## src/rtl/audio_bram_pkg.sv

```systemverilog
// Types and helpers shared by the audio BRAM port arbiter and its read-tag pipeline.
// Ports are numbered by priority: the I2S DMA always wins a plain conflict.
package audio_bram_pkg;

    localparam int WORD_BYTES = 4;

    typedef logic [31:0] bram_addr_t;
    typedef logic [31:0] bram_data_t;
    typedef logic [3:0]  bram_we_t;

    typedef enum logic {
        PORT_I2S   = 1'b0,
        PORT_SYNTH = 1'b1
    } port_e;

    typedef struct packed {
        logic  valid;
        port_e port;
    } rd_tag_t;

    function automatic bram_addr_t word_align(input bram_addr_t addr);
        return addr & ~bram_addr_t'(WORD_BYTES - 1);
    endfunction

endpackage

```

## src/rtl/bram_rd_tag_pipe.sv

```systemverilog
// Delay line that carries {valid, port} for each issued read so the tag lines up
// with BRAM_dout; the whole line is flushed by reset so in-flight reads vanish.
module bram_rd_tag_pipe
    import audio_bram_pkg::*;
#(
    parameter int DEPTH = 1
) (
    input  logic    clk,
    input  logic    rstn,
    input  rd_tag_t tag_i,
    output rd_tag_t tag_o
);

    rd_tag_t stage_q [DEPTH];

    always_ff @(posedge clk or negedge rstn) begin
        if (!rstn) begin
            for (int i = 0; i < DEPTH; i++) begin
                stage_q[i] <= '0;
            end
        end else begin
            stage_q[0] <= tag_i;
            for (int i = 1; i < DEPTH; i++) begin
                stage_q[i] <= stage_q[i-1];
            end
        end
    end

    assign tag_o = stage_q[DEPTH-1];

endmodule

```

## src/rtl/bram_port_arbiter.sv

```systemverilog
// Two-master arbiter for one BRAM port: I2S DMA has priority, the synth writer is
// forced through after MAX_WAIT consecutive denials. All BRAM pins are registered.
module bram_port_arbiter
    import audio_bram_pkg::*;
#(
    parameter int READ_LATENCY = 1,
    parameter int MAX_WAIT     = 8,
    parameter int CNT_W        = 16
) (
    input  logic             clk,
    input  logic             rstn,

    input  logic             m0_req,
    input  logic [3:0]       m0_we,
    input  logic [31:0]      m0_addr,
    input  logic [31:0]      m0_wdata,
    output logic             m0_gnt,
    output logic             m0_rvalid,
    output logic [31:0]      m0_rdata,

    input  logic             m1_req,
    input  logic [3:0]       m1_we,
    input  logic [31:0]      m1_addr,
    input  logic [31:0]      m1_wdata,
    output logic             m1_gnt,
    output logic             m1_rvalid,
    output logic [31:0]      m1_rdata,

    output logic [31:0]      BRAM_addr,
    output logic             BRAM_clk,
    output logic [31:0]      BRAM_din,
    input  logic [31:0]      BRAM_dout,
    output logic             BRAM_en,
    output logic             BRAM_rst,
    output logic [3:0]       BRAM_we,

    output logic [CNT_W-1:0] conflict_cnt
);

    localparam int WAIT_W = (MAX_WAIT < 1) ? 1 : $clog2(MAX_WAIT + 1);
    localparam logic [WAIT_W-1:0] WAIT_MAX = WAIT_W'(MAX_WAIT);

    logic [WAIT_W-1:0] wait_cnt_q, wait_cnt_d;
    logic [CNT_W-1:0]  conflict_cnt_q;
    logic              starve;
    logic              gnt0, gnt1, any_gnt;
    bram_addr_t        sel_addr;
    bram_data_t        sel_wdata;
    bram_we_t          sel_we;

    logic              en_q;
    bram_we_t          we_q;
    bram_addr_t        addr_q;
    bram_data_t        din_q;
    logic              bram_rst_q;
    rd_tag_t           iss_tag_d, iss_tag_q, ret_tag;

    logic              rvalid0_q, rvalid1_q;
    bram_data_t        rdata0_q, rdata1_q;

    // Grants are purely combinational so a master can transfer in its request cycle.
    always_comb begin
        starve = (MAX_WAIT > 0) && (wait_cnt_q >= WAIT_MAX);
        gnt0   = 1'b0;
        gnt1   = 1'b0;
        if (rstn) begin
            if (m0_req && !(m1_req && starve)) begin
                gnt0 = 1'b1;
            end else if (m1_req) begin
                gnt1 = 1'b1;
            end
        end
        any_gnt   = gnt0 | gnt1;
        sel_addr  = gnt1 ? m1_addr  : m0_addr;
        sel_wdata = gnt1 ? m1_wdata : m0_wdata;
        sel_we    = gnt1 ? m1_we    : m0_we;

        iss_tag_d.valid = any_gnt && (sel_we == '0);
        iss_tag_d.port  = gnt1 ? PORT_SYNTH : PORT_I2S;

        if (!m1_req || gnt1) begin
            wait_cnt_d = '0;
        end else if (wait_cnt_q != WAIT_MAX) begin
            wait_cnt_d = wait_cnt_q + 1'b1;
        end else begin
            wait_cnt_d = wait_cnt_q;
        end
    end

    always_ff @(posedge clk or negedge rstn) begin
        if (!rstn) begin
            wait_cnt_q     <= '0;
            conflict_cnt_q <= '0;
            bram_rst_q     <= 1'b1;
        end else begin
            wait_cnt_q <= wait_cnt_d;
            bram_rst_q <= 1'b0;
            if (m0_req && m1_req && (conflict_cnt_q != '1)) begin
                conflict_cnt_q <= conflict_cnt_q + 1'b1;
            end
        end
    end

    // Address and write data only move on a grant; idle cycles just drop en/we.
    always_ff @(posedge clk or negedge rstn) begin
        if (!rstn) begin
            en_q      <= 1'b0;
            we_q      <= '0;
            addr_q    <= '0;
            din_q     <= '0;
            iss_tag_q <= '0;
        end else begin
            en_q      <= any_gnt;
            we_q      <= any_gnt ? sel_we : '0;
            iss_tag_q <= iss_tag_d;
            if (any_gnt) begin
                addr_q <= word_align(sel_addr);
                din_q  <= sel_wdata;
            end
        end
    end

    bram_rd_tag_pipe #(
        .DEPTH (READ_LATENCY)
    ) u_tag_pipe (
        .clk   (clk),
        .rstn  (rstn),
        .tag_i (iss_tag_q),
        .tag_o (ret_tag)
    );

    always_ff @(posedge clk or negedge rstn) begin
        if (!rstn) begin
            rvalid0_q <= 1'b0;
            rvalid1_q <= 1'b0;
            rdata0_q  <= '0;
            rdata1_q  <= '0;
        end else begin
            rvalid0_q <= ret_tag.valid && (ret_tag.port == PORT_I2S);
            rvalid1_q <= ret_tag.valid && (ret_tag.port == PORT_SYNTH);
            if (ret_tag.valid && (ret_tag.port == PORT_I2S)) begin
                rdata0_q <= BRAM_dout;
            end
            if (ret_tag.valid && (ret_tag.port == PORT_SYNTH)) begin
                rdata1_q <= BRAM_dout;
            end
        end
    end

    assign m0_gnt       = gnt0;
    assign m1_gnt       = gnt1;
    assign m0_rvalid    = rvalid0_q;
    assign m1_rvalid    = rvalid1_q;
    assign m0_rdata     = rdata0_q;
    assign m1_rdata     = rdata1_q;
    assign BRAM_addr    = addr_q;
    assign BRAM_clk     = clk;
    assign BRAM_din     = din_q;
    assign BRAM_en      = en_q;
    assign BRAM_rst     = bram_rst_q;
    assign BRAM_we      = we_q;
    assign conflict_cnt = conflict_cnt_q;

endmodule

```

## config.mk

```make
export PLATFORM = sky130hd
export DESIGN_NAME = bram_port_arbiter
export DESIGN_NICKNAME = d
export VERILOG_FILES = /design/src/rtl/audio_bram_pkg.sv /design/src/rtl/bram_rd_tag_pipe.sv /design/src/rtl/bram_port_arbiter.sv
export SDC_FILE = /design/constraint.sdc
export NUM_CORES = 1
export LEC_CHECK = 0
export CORE_ASPECT_RATIO = 1.4
export CORE_MARGIN = 3
export CORE_UTILIZATION = 30
export DETAILED_ROUTE_END_ITERATION = 12
export GPL_ROUTABILITY_DRIVEN = 0
export HOLD_SLACK_MARGIN = 0.02
export PLACE_DENSITY = 0.71
export SETUP_SLACK_MARGIN = 0.3
export SYNTH_ARGS = -nofsm -noshare
export SYNTH_HDL_FRONTEND = slang
export SYNTH_SLANG_ARGS = --single-unit
```

## constraint.sdc

```tcl
create_clock -name clk -period 2.1 [get_ports clk]
set_input_delay 0.315 -clock clk [delete_from_list [all_inputs] [get_ports clk]]
set_output_delay 0.315 -clock clk [all_outputs]
set_load 0.05 [all_outputs]
```

## Word level (Yosys, flattened, before mapping)

Index checks and enable logic that the tools add are counted.

| cells by class | value |
|---|---|
| bitwise logic cells | 2 |
| reductions and logical operators | 12 |
| multiplexer cells | 12 |
| equality and inequality tests | 2 |
| $add $sub $neg | 2 |
| $lt $le $gt $ge | 1 |

Operators by type and width:

| operator | count |
|---|---|
| $mux W32 | 2 |
| $add A16 B1 Y16 const B | 1 |
| $mux W4 | 4 |
| $ne A16 B16 Y1 const B | 1 |
| $logic_and A1 B1 Y1 | 7 |
| $mux W1 | 6 |
| $add A4 B1 Y4 const B | 1 |
| $ge A4 B4 Y1 const B | 1 |
| $logic_not A4 Y1 | 1 |
| $ne A4 B4 Y1 const B | 1 |
| $logic_not A1 Y1 | 2 |
| $reduce_bool A2 Y1 | 1 |
| $logic_or A1 B1 Y1 | 1 |
| $not A1 Y1 | 1 |
| $or A1 B1 Y1 | 1 |

| storage, ports and cells | value |
|---|---|
| flip-flop bits (word level) | 158 |
| input bits | 172 |

## Longest topological paths before layout

| logic depth | value |
|---|---|
| word-level depth | 9 |
| mapped depth | 7 |
| mapped depth without buffers | 6 |

## Modules after synthesis

Synthesis repeated with hierarchy kept, for this count alone.

| unflattened totals | value |
|---|---|
| cell total of the unflattened synthesis | 600 |
| area total of the unflattened synthesis | 6528.8 um^2 |

Modules (own cells, without submodules):

| module | instances | area each (um^2) | seq. area each (um^2) | cells each |
|---|---|---|---|---|
| bram_port_arbiter | 1 | 6478.7 | 3905.0 | 598 |
| bram_rd_tag_pipe | 1 | 50.0 | 50.0 | 2 |

==> impl_metrics.ini <==
[run_status]
outcome = finished clean

[sta]
max-slew-margin-rel_pct = 36.9
rsz0062_at_grt = true
fin_tns_setup_ns = 0
finalHoldViolations = 0
slew_viol_final = 0
setup_viol = 0
clock_skew_ns = 0.0149
tightest_slew_ns = 0.947

[worst_setup_path]
critPathKind = clock port to output pin
start_kind = clock port
cp.arrival_ns = 1.52
critPathMaxFanout = 2
crit_required_ns = 1.78
critPathCaptureType = output pin

[synth]
yosysUniqueCellTypes = 36
synthCells = 603
yosysWarnings = 0
synth_ff_type = dfrtp_1
synth_area_per_cell_um2 = 10.8
yosys_register_bits = 158
syn_area_mm2 = 0.00651
synth.top_cells.by_area = dfrtp_1 (60%), mux2_2 (11%), nand2_1 (8.1%)
ys_seq_area_share_pct = 60.7
synth_edf_count = 0
synthArstFlopShare_pct = 100
synth_top_cell_area_share_pct = 60.3
synth_top_area_cell = dfrtp_1

[routing]
drt-wirelength-per-cell_um = 16.6
routed_via_density = 4.69
wl_um = 20100
vias = 5667
ant_nets = 0
drtPass1Iterations = 5
drc_errors = 0
dr.first_iter.drc_count = 199

[cells_and_area]
final_cell_count_no_fill = 1208
fin_util_pct = 50.4
drive_gt1_share_pct = 18.4
area_growth_pct = 64.7
n_antenna_cell = 0
finalNetCount = 1110
final_area_mm2 = 0.0107

[die]
core_mm2 = 0.0213
chipHeight_um = 180
dieArea_mm2 = 0.0235
initial_utilization_pct = 30.6
io-pin-count = 327
fp.dieW_um = 131
placementRows = 63

[place]
numPortBuffers = 320
post-place-cells = 1164
dp_hpwl_um = 14500
place_area_mm2 = 0.0102

[pwr]
ir_drop_mv = 0.485
power_density_mw_per_mm2 = 1020
total_leakage_power_nw = 4.87

[worst_hold_path]
worstHoldPathType = input port to flop

[global_routing]
antenna_found_initial = 0
grt_pass1_vias = 5729
grt_overflow_total = 0
track_usage_pct = 16.7
grt_max_degree = 159
grt_pass1_wl_um = 30700

[clocking]
clkTransAtPathRegs_ns = 0.06
cts_tree = done
worstSkewPairLatency_ns = 0.52

[flow_run]
cap_violations = 0
state kept, by name, summed over array words and instances, names as in the netlist:
signal	flops
BRAM_din	32
m0_rdata	32
m1_rdata	32
BRAM_addr	30
conflict_cnt	16
BRAM_we	4
wait_cnt_q	4
iss_tag_q	2
u_tag_pipe.tag_o	2
BRAM_en	1
BRAM_rst	1
m0_rvalid	1
m1_rvalid	1
final timing paths:
kind	startpoint	to	slack, ns	depth (start not counted)
worst max-delay path	clk	BRAM_clk	0.26	3
worst min-delay path	rstn	BRAM_addr[22]	0.24	4
worst max register to register	conflict_cnt[0]	conflict_cnt[1]	0.35	5
worst min register to register	iss_tag_q[0]	u_tag_pipe.tag_o[0]	0.36	0
max in group asynchronous	rstn	m0_rdata[29]	0.81	3
min in group asynchronous	rstn	conflict_cnt[6]	0.51	3
placed cells by master (no fill, tap or decap), types with 2 or more instances in the layout:
cell / Yosys / layout
clkdlybuf4s15_2: 0 / 8
dfrtp_1: 157 / 145
bufinv_16: 0 / 2
inv_1: 5 / 4
nor2_1: 72 / 72
clkdlybuf4s15_1: 0 / 24
buf_4: 3 / 20
clkinv_4: 0 / 2
a22o_1: 4 / 4
nand2_1: 140 / 140
xor2_1: 4 / 4
or2_2: 2 / 2
nand3_1: 9 / 8
inv_6: 0 / 4
o21ai_0: 2 / 2
dfrtp_2: 0 / 12
clkbuf_16: 0 / 20
clkinv_2: 0 / 3
xnor2_1: 10 / 10
mux2_2: 65 / 65
buf_12: 0 / 8
clkinvlp_4: 0 / 4
conb_1: 1 / 3
clkdlybuf4s50_1: 0 / 166
nand4_1: 4 / 4
ha_1: 3 / 2
nor3_1: 4 / 4
clkbuf_2: 0 / 11
a21oi_1: 4 / 4
nor2b_4: 1 / 2
dlygate4sd2_1: 0 / 107
a31oi_1: 63 / 63
layout make-up:
class | count | area [um^2]
fill | 2003 | 10600
sequential | 158 | 3970
timing repair buffer | 345 | 3310
multi-input combinational | 403 | 2430
clock buffer | 21 | 505
tap | 260 | 325
clock inverter | 15 | 160
inverter | 6 | 27.5
synthesized netlist by cell type, drive strengths merged, types with 2 or more instances:
| cell type | number |
|---|---|
| a21oi | 4 |
| a22o | 4 |
| a31oi | 63 |
| buf | 10 |
| clkbuf | 28 |
| dfrtp | 157 |
| ha | 3 |
| inv | 6 |
| mux2 | 66 |
| nand2 | 140 |
| nand3 | 9 |
| nand4 | 5 |
| nor2 | 72 |
| nor2b | 2 |
| nor3 | 4 |
| o21ai | 2 |
| or2 | 2 |
| or4 | 2 |
| xnor2 | 10 |
| xor2 | 4 |
cells by family (layout without fill, tap and decap cells):
kind of cell | count (synthesis) | in the layout | synth area share, %
muxes | 67 | 67 | 11.6
adders and majority gates | 3 | 3 | 0.576
DFF | 158 | 158 | 60.7
other | 1 | 3 | 0.0576
and+or+nand+nor | 241 | 241 | 15.1
xor gates and xnor gates | 14 | 14 | 1.88
AOI/OAI and AO/OA | 75 | 75 | 7.28
buffers and inverters | 44 | 387 | 2.77
per-stage QoR:
stage	setup slack [ns]	hold WS [ns]	power [mW]
final	0.264	0.239	11.0
after CTS	0.0757	0.0227	11.1
after floorplan	0.0811	0.0194	6.33
after detailed placement	0.0629	0.348	7.98
after global placement	0.0629	0.336	7.94
after global routing	0.258	0.249	11.4
critical path, cell delays in order:
cell and delay [ns]:
clkbuf_16 0.12, clkbuf_16 0.13, clkbuf_2 0.22
per-layer routing:
metal / part of all wire (%) / global-route usage (%) / vias to the layer above
met1: 38 / 18.8 / 2691
met4: 3.2 / 6.50 / 0
met2: 52 / 29.7 / 225
met5: 0 / 0 / -
li1: - / - / 2714
met3: 6.1 / 4.39 / 37
where the power goes:
group          switching (mW)  internal [mW]
combinational            2.46           1.19
clock                    1.43           2.02
sequential              0.307           3.55
timing repair:
action | CTS | global route
hold endpoints to repair | 0 | 16
setup buffers | 1 | 7
cloned | 0 | 0
hold buffers | 0 | 1
endpoints found under the setup margin | 152 | 35
gates resized for setup | 181 | 36
pin swaps | 0 | 1
No activity file was read; power rests on OpenSTA's default activity.
